[config.mk]
export PLATFORM = sky130hd
export DESIGN_NAME = ram8w16_ctrl_flat
export DESIGN_NICKNAME = d
export VERILOG_FILES = /design/src/rtl/ram8w16_ctrl_if.sv /design/src/rtl/ram8w16_ctrl.sv /design/src/flat_wrapper.sv
export SDC_FILE = /design/constraint.sdc
export NUM_CORES = 1
export LEC_CHECK = 0
export ABC_AREA = 1
export CAP_MARGIN = 20
export CORE_AREA = 2 2 202 204
export CTS_CLUSTER_DIAMETER = 50
export DETAILED_ROUTE_END_ITERATION = 7
export DIE_AREA = 0 0 204 206
export SKIP_CTS_REPAIR_TIMING = 1
export SYNTH_ARGS = -nofsm -noshare
export SYNTH_HDL_FRONTEND = slang
export SYNTH_SLANG_ARGS = --single-unit
[constraint.sdc]
create_clock -name clk -period 12.4 [get_ports clk]
set_input_delay 2.48 -clock clk [delete_from_list [all_inputs] [get_ports clk]]
set_output_delay 2.48 -clock clk [all_outputs]
set_load 0.01 [all_outputs]
[src/rtl/ram8w16_ctrl_if.sv]
// Request/response bundle for the ram8w16_ctrl register bank.
// The master drives requests and the slave returns registered read data.
interface ram8w16_ctrl_if #(
  parameter int unsigned Width = 16,
  parameter int unsigned AddrW = 3
);
  logic             req_valid;
  logic             req_ready;
  logic             req_we;
  logic [AddrW-1:0] req_addr;
  logic [Width-1:0] req_wdata;
  logic             rsp_valid;
  logic [Width-1:0] rsp_rdata;

  modport master (
    output req_valid, req_we, req_addr, req_wdata,
    input  req_ready, rsp_valid, rsp_rdata
  );

  modport slave (
    input  req_valid, req_we, req_addr, req_wdata,
    output req_ready, rsp_valid, rsp_rdata
  );
endinterface

[src/rtl/ram8w16_ctrl.sv]
// Register-bank endpoint: demuxed writes, muxed registered reads, and a
// sequenced clear-all engine that zeroes one word per cycle.
module ram8w16_ctrl #(
  parameter int unsigned Width = 16,
  parameter int unsigned Depth = 8,
  parameter int unsigned AddrW = 3
) (
  input  logic           clk,
  input  logic           rst,
  ram8w16_ctrl_if.slave  bus_io,
  input  logic           clr_start_i,
  output logic           busy_o
);

  typedef enum logic [0:0] {StIdle, StClear} state_e;

  state_e           state_q, state_d;
  logic [AddrW-1:0] cnt_q, cnt_d;
  logic [Width-1:0] mem_q [Depth];
  logic             rsp_valid_q, rsp_valid_d;
  logic [Width-1:0] rsp_rdata_q, rsp_rdata_d;
  logic             accept, wr_en, rd_en;

  // Ready drops combinationally on clr_start so a clear always beats a request.
  assign bus_io.req_ready = (state_q == StIdle) & ~clr_start_i & ~rst;
  assign accept           = bus_io.req_valid & bus_io.req_ready;
  assign wr_en            = accept & bus_io.req_we;
  assign rd_en            = accept & ~bus_io.req_we;

  always_comb begin
    state_d = state_q;
    cnt_d   = cnt_q;
    unique case (state_q)
      StIdle: begin
        if (clr_start_i) begin
          state_d = StClear;
          cnt_d   = '0;
        end
      end
      StClear: begin
        cnt_d = cnt_q + AddrW'(1);
        if (cnt_q == AddrW'(Depth - 1)) begin
          state_d = StIdle;
        end
      end
    endcase
  end

  always_comb begin
    rsp_valid_d = rd_en;
    rsp_rdata_d = rd_en ? mem_q[bus_io.req_addr] : rsp_rdata_q;
  end

  always_ff @(posedge clk or posedge rst) begin
    if (rst) begin
      state_q     <= StIdle;
      cnt_q       <= '0;
      rsp_valid_q <= 1'b0;
      rsp_rdata_q <= '0;
    end else begin
      state_q     <= state_d;
      cnt_q       <= cnt_d;
      rsp_valid_q <= rsp_valid_d;
      rsp_rdata_q <= rsp_rdata_d;
    end
  end

  always_ff @(posedge clk or posedge rst) begin
    if (rst) begin
      for (int i = 0; i < int'(Depth); i++) begin
        mem_q[i] <= '0;
      end
    end else if (wr_en) begin
      mem_q[bus_io.req_addr] <= bus_io.req_wdata;
    end else if (state_q == StClear) begin
      mem_q[cnt_q] <= '0;
    end
  end

  assign bus_io.rsp_valid = rsp_valid_q;
  assign bus_io.rsp_rdata = rsp_rdata_q;
  assign busy_o           = (state_q == StClear);

endmodule

[src/flat_wrapper.sv]
// flat-port wrapper written by rule: the top's interface ports become plain ports
module ram8w16_ctrl_flat 
#(
  parameter int unsigned Width = 16,
  parameter int unsigned Depth = 8,
  parameter int unsigned AddrW = 3
)
  (clk, rst, clr_start_i, busy_o, bus_io_req_valid, bus_io_req_we, bus_io_req_addr, bus_io_req_wdata, bus_io_req_ready, bus_io_rsp_valid, bus_io_rsp_rdata);
  ram8w16_ctrl_if #(.Width(Width), .AddrW(AddrW)) bus_io_i ();
  input  logic clk;
  input  logic rst;
  input  logic clr_start_i;
  output logic busy_o;
  input wire logic [$bits(bus_io_i.req_valid)-1:0] bus_io_req_valid;
  input wire logic [$bits(bus_io_i.req_we)-1:0] bus_io_req_we;
  input wire logic [$bits(bus_io_i.req_addr)-1:0] bus_io_req_addr;
  input wire logic [$bits(bus_io_i.req_wdata)-1:0] bus_io_req_wdata;
  output wire logic [$bits(bus_io_i.req_ready)-1:0] bus_io_req_ready;
  output wire logic [$bits(bus_io_i.rsp_valid)-1:0] bus_io_rsp_valid;
  output wire logic [$bits(bus_io_i.rsp_rdata)-1:0] bus_io_rsp_rdata;
  assign bus_io_i.req_valid = bus_io_req_valid;
  assign bus_io_i.req_we = bus_io_req_we;
  assign bus_io_i.req_addr = bus_io_req_addr;
  assign bus_io_i.req_wdata = bus_io_req_wdata;
  assign bus_io_req_ready = bus_io_i.req_ready;
  assign bus_io_rsp_valid = bus_io_i.rsp_valid;
  assign bus_io_rsp_rdata = bus_io_i.rsp_rdata;
  ram8w16_ctrl #(.Width(Width), .Depth(Depth), .AddrW(AddrW)) u_core (.clk(clk), .rst(rst), .bus_io(bus_io_i), .clr_start_i(clr_start_i), .busy_o(busy_o));
endmodule
* Word level (Yosys, flattened, before mapping) *
Cells that the tools add are included.

word-level totals
  word-level logic and storage cells = 50
  flip-flop bits (word level) = 149
  bits of input ports = 24
  output and inout port bits = 19

cells by class
  mux-type cells = 15
  bitwise logic cells = 13
  reduce and logical (&&, ||, !) cells = 3
  magnitude comparators = 4
  $add $sub $neg = 1
  eq/ne operators = 2

operators by type and width
  kind                                                                   count
  128-bit 2-to-1 mux                                                     2
  128-bit AND                                                            1
  128-bit bitwise mux                                                    1
  128-bit inverter                                                       1
  16-bit demux with 3-bit select                                         2
  16-bit 2-to-1 mux                                                      4
  16-bit binary-select mux with 3-bit select                             1
  4-bit greater-or-equal comparator (second input constant)              2
  4-bit by 1-bit < comparator with 1-bit output (second input constant)  2
  3-bit inverter with 4-bit output                                       2
  3-bit one-hot mux with 2 select lines                                  1
  1-bit AND                                                              5
  1-bit inverter                                                         4
  3-bit by 1-bit adder with 3-bit output (second input constant)         1
  3-bit equality test (second input constant)                            1
  3-bit 2-to-1 mux                                                       1
  1-bit logical AND                                                      2
  1-bit 2-to-1 mux                                                       2
  2-bit != test (second input constant)                                  1
  1-bit one-hot mux with 2 select lines                                  1
  2-bit nonzero test                                                     1

* Depth between registers and ports, before layout *
  depth in word-level cells = 9
  depth in mapped cells = 12
  depth with buffers taken out = 9

* Least setup slack after synthesis *
Ideal clock, no wire load.

  path type = input-to-reg
  start point = in rst
  end point = reg u_core.rsp_rdata_q[8], in the netlist u_core.bus_io.rsp_rdata[8]
  arrival time = 6.680 ns
  required time = 12.283 ns
  path buffers = 1
  library setup time = 0.117 ns
  stages on the path = 7
  setup slack = 5.603 ns
  cell sequence = inv_1 nand3_1 nor2_2 inv_2 buf_2 nand2_1 nand2_1

on the way
  longest elaborated chain between the ends = 4

RTL lines
  item                  line                text
  start, declared       flat_wrapper.sv:11  input logic rst;
  1-bit inverter        ram8w16_ctrl.sv:25  assign bus_io.req_ready = (state_q == StIdle) & ~clr_start_i & ~rst;
  1-bit AND             ram8w16_ctrl.sv:25
  1-bit AND             ram8w16_ctrl.sv:26  assign accept = bus_io.req_valid & bus_io.req_ready;
  1-bit AND             ram8w16_ctrl.sv:28  assign rd_en = accept & ~bus_io.req_we;
  end signal, assigned  ram8w16_ctrl.sv:64  rsp_rdata_q <= rsp_rdata_d;
  end, declared         ram8w16_ctrl.sv:21  logic [Width-1:0] rsp_rdata_q, rsp_rdata_d;

Every way passes these cells.
A chain may end at the register's enable or synchronous reset.

* Final worst setup path *
  start point = in clr_start_i
  end point = out bus_io_req_ready

on the way
  longest elaborated chain between the ends = 3

RTL lines
  item                     line                text
  start, declared          flat_wrapper.sv:12  input logic clr_start_i;
  1-bit inverter           ram8w16_ctrl.sv:25
  1-bit AND (2 in series)  ram8w16_ctrl.sv:25
  end, declared            flat_wrapper.sv:18  output wire logic [$bits(bus_io_i.req_ready)-1:0] bus_io_req_ready;

Every way passes these cells.

==> qor.yml <==
outcome:
  status: "completed"
cts:
  h-tree-depth: 4
  cts_tree: "done"
  cts_buffers: 17
  clk_pin_slew_ps: 70
  root_buffer: "clkbuf_16"
  clk_latency_ps: 440
  clkSinkCount: 149
  clk_path_buf_depth: 2
floorplan:
  design.die.area_um2: 42020
  io_pins: 43
  start_util: 0.2453
  coreArea_um2: 40180
  die_y_um: 206
  die_width_um: 204
  rows: 74
yosys:
  synth_nets: 1640
  yosys.cell_types.count: 20
  synth_area_um2: 9857
  synthCells: 1614
  avgSynthCellArea_um2: 6.107
  ys_ff_latch: 149
  ys_seq_area_frac: 0.3783
  yosysWarningCount: 0
sta:
  hold_viol_final: 0
  setup_slack_ps: 6017
  max_freq_mhz: 156.7
  slew_headroom: 0.3568
  worst_slew_pin_slew_ps: 964.9
  drv_slew: 0
  finalSetupViolCount: 0
  fin_crit_sh: 0.5148
  rsz0062_at_grt: "no"
  setup_tns_ps: 0
  period_minus_slack_ps: 6383
  clock_skew_ps: 10.65
detailed_routing:
  drtIter0Drc: 1168
  wl_per_cell_um: 16.12
  wirelength_um: 34310
  num_vias: 10264
  drc: 0
  first_pass_iters: 6
  vias_per_cell: 4.821
  ant_nets: 0
global_route:
  grt_pass1_wl_um: 54030
  antenna_found_initial: 0
  grt_max_degree: 83
  track_usage: 0.1650
  overflow: 0
  grt_pass1_vias: 9352
critical_path:
  crit_top_cell: "clkdlybuf4s50_1"
  cp.required_ps: 9920
  critPathSlowestCell: "clkdlybuf4s50_1"
  critPathMaxStageDelay_ps: 550
  path_cells: "clkdlybuf4s50_1, nor2_4, inv_1, nor2_1, clkdlybuf4s50_1"
  r2r_slack_ps: 8520
  worst-path-buf-inv: 3
  criticalPathCategory: "in -> out"
  worstSetupEndpointType: "output pin"
  rr_endpoint: "u_core.mem_q[122]$_DFFE_PP0P_"
  crit_path_start_kind: "primary input"
  critical_path_arrival_ps: 3900
  reg2reg_from: "u_core.busy_o$_DFF_PP0_"
  cpLargestDelayFamily: "buffers and inverters"
  worst-path-max-fanout: 5
  reg2reg_depth: 9
cells_and_area:
  area_growth_pct: 12.57
  final_layout_size_suffix_gt1_frac: 0.05072
  multiInputGateArea_um2: 5445
  final_nets: 1610
  num_antenna_cells: 0
  seq_area_um2: 3729
  final_cells: 2129
  final_area_um2: 11100
  fill_cells: 4448
pwr:
  power_density_nw_per_um2: 133.3
  power_frac_seq: 0.376
  p_switching_mw: 0.5807
  max-vdd-ir-drop_mv: 0.08668
  p_comb_frac: 0.254
  p_leak_nw: 6.304
  switching_share: 0.3928
  p_int_mw: 0.8978
  pwr-share-clk: 0.370
  total_power_mw: 1.479
place:
  dpl-instance-area_um2: 10490
  place_congestion: 0.8427
  port-buffer-count: 42
  dp_hpwl_um: 20420
  dp_slack_ps: 5662
  dp_cells: 2097
worst_hold_path:
  holdPathEnd: "u_core.bus_io.rsp_rdata[12]$_DFFE_PP0P_"
  hold_depth: 2
  hp-class: "reg -> reg"
  hold_path.startpoint: "u_core.bus_io.rsp_rdata[12]$_DFFE_PP0P_"
job:
  drv_cap: 0
## flip-flops by register name (all words and copies together) (netlist names)
register	count
u_core.bus_io.rsp_valid	1
u_core.busy_o	1
u_core.cnt_q	3
u_core.mem_q	128
u_core.bus_io.rsp_rdata	16
## worst reg2reg max path, stage by stage (launching register included)
cell     delay [ps]
dfrtp_1         500
nor2_4          260
nand4_4          90
buf_4           380
inv_4           670
buf_4           790
nand2_2         480
nand2_2         460
nand2_1         120
nand2_1          80
## routing by layer
metal  GRT usage  up-vias  share of wire
met5           0        -              0
met3     0.03437       68          0.076
li1            -     4970              -
met4     0.06910        0          0.039
met1      0.2237     4795           0.44
met2      0.2545      431           0.45
## through the flow
| stage | hold slack, ps | utilization |
|---|---|---|
| floorplan | 498.1 | - |
| global placement | 463.4 | 0.2610 |
| detailed placement | 468.8 | 0.2610 |
| CTS | 486.8 | 0.2761 |
| global route | 504.8 | 0.2761 |
| finish | 481.9 | 0.2761 |
## synthesized netlist by cell type
cell,instances,area share
o21ai_0,3,0.0015
nand3_1,264,0.13
buf_2,34,0.017
a21oi_1,1,0.00051
buf_4,28,0.021
nand4_4,1,0.0022
dfrtp_1,149,0.38
clkbuf_1,28,0.011
nor2_1,130,0.050
nor2_2,1,0.00064
nor2_4,1,0.0011
inv_4,1,0.00064
nand3_2,7,0.0071
buf_6,2,0.0023
buf_1,11,0.0042
ha_1,2,0.0025
nand2_1,901,0.34
inv_2,7,0.0027
nand2_2,16,0.010
inv_1,27,0.010
## how the worst max path moves through the flow
stage	slack, ps	cells after the start	end	from
2_1_floorplan	5600	7	u_core.bus_io.rsp_rdata[8]$_DFFE_PP0P_	rst
3_3_place_gp	5730	10	u_core.mem_q[79]$_DFFE_PP0P_	rst
3_5_place_dp	5660	10	u_core.mem_q[122]$_DFFE_PP0P_	rst
4_1_cts	6000	5	bus_io_req_ready	clr_start_i
5_1_grt	5750	10	u_core.mem_q[115]$_DFFE_PP0P_	rst
6_report	6020	5	bus_io_req_ready	clr_start_i
## cell families (layout without fill, tap and decap cells)
group / after synthesis / after routing / share of synthesized area
adder cells (fa/ha/maj): 2 / 2 / 0.002538
AND/OR/NAND/NOR: 1321 / 1321 / 0.5479
buffers and inverters: 138 / 121 / 0.06931
AO/OA/AOI/OAI: 4 / 4 / 0.002030
flip-flops: 149 / 149 / 0.3783
## area by class of cell
class	instances	area share
Clock inverter	12	0.01286
Sequential cell	149	0.3360
Tap cell	532	0.05999
Timing Repair Buffer	54	0.04556
Clock buffer	20	0.04206
Inverter	35	0.01274
Multi-Input combinational cell	1327	0.4908
## power groups by stage
stage / logic [mW] / clock network (mW) / registers (mW)
floorplan: 0.264 / 0 / 0.552
global placement: 0.365 / 0 / 0.562
detailed placement: 0.369 / 0 / 0.563
CTS: 0.371 / 0.553 / 0.554
global route: 0.409 / 0.576 / 0.560
finish: 0.376 / 0.546 / 0.557
## cell usage in the layout (no fill, tap or decap), types with 4 or more instances in the layout
| cell | count |
|---|---|
| inv_1 | 25 |
| inv_2 | 7 |
| nand2_1 | 901 |
| nand2_2 | 16 |
| clkdlybuf4s50_1 | 41 |
| nand3_2 | 7 |
| nor2_1 | 130 |
| buf_4 | 12 |
| clkbuf_16 | 17 |
| clkinvlp_4 | 4 |
| inv_6 | 5 |
| dfrtp_1 | 149 |
| nand3_1 | 264 |
No activity file was read; power rests on OpenSTA's default activity.
